## src/rtl/fwd_hazard_scoreboard.sv

```systemverilog
// Operand forwarding and load-use hazard unit for the 5-stage pipeline.
// Optional hazard statistics counters are built when HAZARD_STATS_EN is defined.
module fwd_hazard_scoreboard #(
  parameter int REG_ADDR_W = 4,
  parameter int DATA_W     = 32,
  parameter int NUM_SRC    = 3,
  parameter int FWD_DEPTH  = 3,
  parameter int PC_REG     = 15,
  localparam int SEL_W     = $clog2(FWD_DEPTH + 1)
) (
  input  logic                          clk,
  input  logic                          reset,
  input  logic                          id_valid,
  input  logic                          id_rf_e,
  input  logic                          id_load,
  input  logic [REG_ADDR_W-1:0]         id_rd,
  input  logic [NUM_SRC*REG_ADDR_W-1:0] id_src_addr,
  input  logic [NUM_SRC-1:0]            id_src_used,
  input  logic                          flush,
  input  logic [NUM_SRC*DATA_W-1:0]     rf_data,
  input  logic [FWD_DEPTH*DATA_W-1:0]   stage_data,
  output logic [NUM_SRC*SEL_W-1:0]      fwd_sel,
  output logic [NUM_SRC*DATA_W-1:0]     op_data,
  output logic                          stall,
  output logic                          nop_ex
`ifdef HAZARD_STATS_EN
  ,
  output logic [15:0]                   stall_count,
  output logic [15:0]                   fwd_count
`endif
);

  localparam logic [REG_ADDR_W-1:0] PC_ADDR = REG_ADDR_W'(PC_REG);

  typedef struct packed {
    logic                  valid;
    logic                  rf_e;
    logic                  load;
    logic [REG_ADDR_W-1:0] rd;
  } entry_t;

  entry_t [FWD_DEPTH-1:0]                ent_q, ent_d;
  logic   [NUM_SRC-1:0][FWD_DEPTH-1:0]   match;
  logic   [NUM_SRC-1:0]                  hazard;
  logic   [NUM_SRC-1:0][SEL_W-1:0]       sel;

  // Tag comparison of every source against every in-flight destination.
  always_comb begin
    // NOTE: every always_comb output gets a default first so no path can infer a latch.
    match = '0;
    for (int s = 0; s < NUM_SRC; s++) begin
      for (int i = 0; i < FWD_DEPTH; i++) begin
        match[s][i] = id_src_used[s]
                   && ent_q[i].valid
                   && ent_q[i].rf_e
                   && (ent_q[i].rd == id_src_addr[s*REG_ADDR_W +: REG_ADDR_W])
                   && (id_src_addr[s*REG_ADDR_W +: REG_ADDR_W] != PC_ADDR);
      end
    end
  end

  // Scanning oldest to youngest lets the youngest match overwrite older ones.
  always_comb begin
    sel     = '0;
    hazard  = '0;
    op_data = rf_data;
    for (int s = 0; s < NUM_SRC; s++) begin
      for (int i = FWD_DEPTH - 1; i >= 0; i--) begin
        if (match[s][i]) sel[s] = SEL_W'(i + 1);
      end
      // A load still in EX has no data yet; the instruction stalls instead.
      if (match[s][0] && ent_q[0].load) begin
        hazard[s] = 1'b1;
        sel[s]    = '0;
      end
      for (int i = 0; i < FWD_DEPTH; i++) begin
        if (sel[s] == SEL_W'(i + 1)) begin
          op_data[s*DATA_W +: DATA_W] = stage_data[i*DATA_W +: DATA_W];
        end
      end
    end
  end

  assign fwd_sel = sel;
  assign stall   = id_valid && !flush && (|hazard);
  assign nop_ex  = stall || flush;

  always_comb begin
    ent_d = '0;
    if (id_valid && !stall && !flush) begin
      ent_d[0].valid = 1'b1;
      ent_d[0].rf_e  = id_rf_e;
      ent_d[0].load  = id_load;
      ent_d[0].rd    = id_rd;
    end
    for (int i = 1; i < FWD_DEPTH; i++) begin
      ent_d[i] = ent_q[i-1];
    end
  end

  // NOTE: sequential state uses non-blocking assignments so all stages shift from pre-edge values.
  always_ff @(posedge clk or posedge reset) begin
    if (reset) ent_q <= '0;
    else       ent_q <= ent_d;
  end

`ifdef HAZARD_STATS_EN
  logic [15:0] stall_count_q, stall_count_d;
  logic [15:0] fwd_count_q,   fwd_count_d;

  always_comb begin
    stall_count_d = stall_count_q;
    fwd_count_d   = fwd_count_q;
    if (stall && (stall_count_q != 16'hFFFF)) stall_count_d = stall_count_q + 16'd1;
    if ((|sel) && (fwd_count_q != 16'hFFFF))  fwd_count_d   = fwd_count_q + 16'd1;
  end

  always_ff @(posedge clk or posedge reset) begin
    if (reset) begin
      stall_count_q <= '0;
      fwd_count_q   <= '0;
    end else begin
      stall_count_q <= stall_count_d;
      fwd_count_q   <= fwd_count_d;
    end
  end

  assign stall_count = stall_count_q;
  assign fwd_count   = fwd_count_q;
`endif

endmodule
```

## config.mk

```make
export PLATFORM = sky130hd
export DESIGN_NAME = fwd_hazard_scoreboard
export DESIGN_NICKNAME = d
export VERILOG_FILES = /design/src/rtl/fwd_hazard_scoreboard.sv
export SDC_FILE = /design/constraint.sdc
export NUM_CORES = 1
export LEC_CHECK = 0
export ABC_CLOCK_PERIOD_IN_PS = 2150
export CORE_AREA = 2 2 126 128
export DETAILED_ROUTE_END_ITERATION = 12
export DIE_AREA = 0 0 128 130
export PLACE_DENSITY = 0.68
export SLEW_MARGIN = 5
export SYNTH_ARGS = -nofsm -noshare
export SYNTH_HDL_FRONTEND = slang
export SYNTH_SLANG_ARGS = --single-unit
```

## constraint.sdc

```tcl
create_clock -name clk -period 2.15 [get_ports clk]
set_input_delay 0.215 -clock clk [delete_from_list [all_inputs] [get_ports clk]]
set_output_delay 0.215 -clock clk [all_outputs]
set_load 0.01 [all_outputs]
```

==> out/qor.yml <==
sta:
  whs_ns: 0.380
  hold_viol: 0
  drv_slew: 0
  grt_setup_unrepaired: "true"
  fmax_mhz: 366
  fin_crit_sh_pct: 127
  fin_skew_ns: 0.00153
  finalSetupViolations: 111
  fin_ws_ns: -0.584
  worst_pin_slew_ns: 0.712
  final.min_clock_period_ns: 2.73
  slew_headroom_pct: 52.5
worst_setup_path:
  end_kind: "output port"
  path_cells: "xor2_1 -> nor4_2 -> buf_4 -> and3_4 -> buf_16 -> buf_6 -> mux2_4 -> nor2_4 -> o21ai_2 -> buf_2"
  crit_fanout: 8
  worstPathArrival_ns: 2.52
  start_kind: "flip-flop"
  crit_buf_inv: 4
  required_ns: 1.93
  criticalPathCategory: "reg2out"
  cpPeakStageDelay_ns: 0.45
  cp_top_family: "simple AND/OR/NAND/NOR gates"
  slowest_stage: "dfrtp_2"
floorplan:
  fp.coreArea_mm2: 0.0154
  ioPinCount: 321
  die_w_um: 128
  die_area_mm2: 0.0166
  die_y_um: 130
  rows: 46
  initial_core_util_pct: 26.8
logic_synthesis:
  yosysUniqueCellTypes: 37
  netlist_area_mm2: 0.00414
  synth_seq_area_share_pct: 11.5
  synth_top_area_share_pct: 11.5
  synth_most_common_cell: "nand2_1"
  yosys-top-cells-count: "nand2_1 (106), a21oi_1 (76), nor2_1 (54), clkbuf_1 (46), nor3_1 (38)"
  ys_ff_latch: 19
  synth_nets: 858
  synth.area.top_cells: "dfrtp_1 (11%), nand2_1 (9.6%), a21oi_1 (9.2%)"
  yosys.area.top_type: "dfrtp_1"
  avgSynthCellArea_um2: 6.46
  syn_inst: 641
  synth_ff_type: "dfrtp_1"
  ys_async_sr_fraction_pct: 100
  synth_edf_count: 0
  yosys_warnings: 0
clock_network:
  cts.htree.levels: 1
  clkTransAtPathRegs_ns: 0.05
  cts_hold_buf: 0
  numCtsBuffers: 3
  cts_tree: "built"
  ctsLongestPathBuffers: 2
  clkLatencyLatePin_ns: 0.25
  cts.sinks: 19
  root_buffer: "clkbuf_16"
detailed_routing:
  routed_wl_mm: 30.0
  avgRoutedWirePerCell_um: 23.3
  drtIter0Drc: 507
  vias: 7543
  drtAntennaViolNets: 0
  vias_per_cell: 5.85
  remaining_drc_errors: 0
  firstDrtPassIters: 4
outcome:
  status: "finished, violations left"
  violations: "setup timing"
grt:
  grt_pass1_wl_mm: 41.2
  gr-total-overflow: 0
  grt_max_degree: 34
  antenna_found_initial: 1
  groute.usage.overall_pct: 31.9
  grt_pass1_vias: 7177
final_layout:
  final_area_mm2: 0.0105
  nFillCells: 1275
  drive_gt1_share_pct: 47.7
  antenna_cells: 0
  fin_nets: 1315
  syn2layout_area_growth_pct: 152
  final_cells: 1289
placement:
  placed_cell_area_mm2: 0.00826
  io_buffers: 320
  gp_congestion: 0.924
  dpl.hpwl_mm: 18.2
  dp_slack_ns: -0.966
  dp.cells: 1173
flow_run:
  cap_violations: 0
worst_hold_path:
  min_path_type: "in2async"
pwr:
  power_w: 0.00199
  p_per_area_mw_per_mm2: 190
  cellLeakagePower_nw: 4.40
  peakVddDrop_mv: 0.425
[path summary, 6_finish.rpt]
| check | start | to | slack, ns | cells after the start |
|---|---|---|---|---|
| worst max register to register | ent_d[10]$_DFF_PP0_ | ent_d[12]$_DFF_PP0_ | -0.03 | 11 |
| worst max-delay path | ent_d[7]$_DFF_PP0_ | op_data[77] | -0.58 | 10 |
| worst min-delay path | reset | ent_d[12]$_DFF_PP0_ | 0.38 | 2 |
| min in group clk | ent_d[19]$_DFF_PP0_ | ent_q[19]$_DFF_PP0_ | 0.45 | 0 |
| max in group asynchronous | reset | ent_d[15]$_DFF_PP0_ | 1.28 | 2 |
| worst min register to register | ent_d[19]$_DFF_PP0_ | ent_q[19]$_DFF_PP0_ | 0.45 | 0 |
[per-stage QoR]
step / setup TNS (ns) / util [%]
final: -45.82 / 67.7
after global routing: -56.25 / 67.7
after CTS: -47.45 / 61.7
after detailed placement: -89.95 / 53.6
after global placement: -86.11 / 53.6
after floorplan: -0.0334 / -
[cell usage in the layout, fill, tap and decap left out, types with 12 or more instances in the layout]
| cell | instances |
|---|---|
| a211oi_2 | 30 |
| a21oi_1 | 53 |
| a21oi_2 | 21 |
| a31o_1 | 32 |
| a32oi_1 | 25 |
| buf_12 | 34 |
| buf_2 | 93 |
| buf_4 | 87 |
| buf_6 | 68 |
| clkdlybuf4s50_1 | 206 |
| dfrtp_1 | 14 |
| mux2_4 | 30 |
| nand2_1 | 71 |
| nand2_2 | 24 |
| nor2_1 | 37 |
| nor3_1 | 12 |
| nor3_2 | 15 |
| o21ai_1 | 27 |
| o22ai_1 | 32 |
| xnor2_1 | 16 |
[worst register-to-register path, delay by kind of cell, from the launching register on]
kind	cells	cell delay (ns)
buffers and inverters	5	0.67
AND/OR/NAND/NOR	4	0.57
flip-flops	1	0.44
AO/OA/AOI/OAI	1	0.24
XOR/XNOR	1	0.15
[cell families after synthesis]
logic type / count (synthesis) / synth area share, %
AO/OA/AOI/OAI: 245 / 39.8
flip-flops: 19 / 11.5
XOR/XNOR: 36 / 7.61
AND/OR/NAND/NOR: 238 / 25.0
multiplexers: 32 / 8.70
buffers and inverters: 71 / 7.37
[area by class of cell]
class                   count  area (µm²)  share of cell area (%)
repair buffers            517        5120                    49.0
multi-input cells         551        4500                    43.1
flip-flops and latches     19         482                    4.61
well taps                 192         240                    2.30
clock buffers               3        75.1                   0.718
inverters                   6        22.5                   0.216
clock inverters             1        7.51                  0.0718
[routing by layer]
layer	share of wire, %	wire length, µm	up-vias	global-route usage [%]
met5	0.047	14	-	0
met2	47	14200	511	53.9
li1	-	-	3317	-
met1	39	11800	3618	41.1
met3	9.3	2790	95	5.08
met4	3.7	1120	2	11.8
[repair_timing]
item                                    in CTS  in global routing
pin swaps                                   77                118
buffers inserted                            78                 36
endpoints found under the hold margin        0                  0
resized for setup                          602                203
endpoints found under the setup margin     111                111
cloned                                      10                  6
[registers in the layout, summed over array words and instances (netlist names)]
signal / cells
ent_d: 13
ent_q: 6
[report_power, final]
group	switching (W)	internal, W
combinational	0.000492	0.000716
sequential	0.0000185	0.000373
clock	0.000139	0.000252
total	0.000650	0.00134
(Power assumes the default switching activity.)
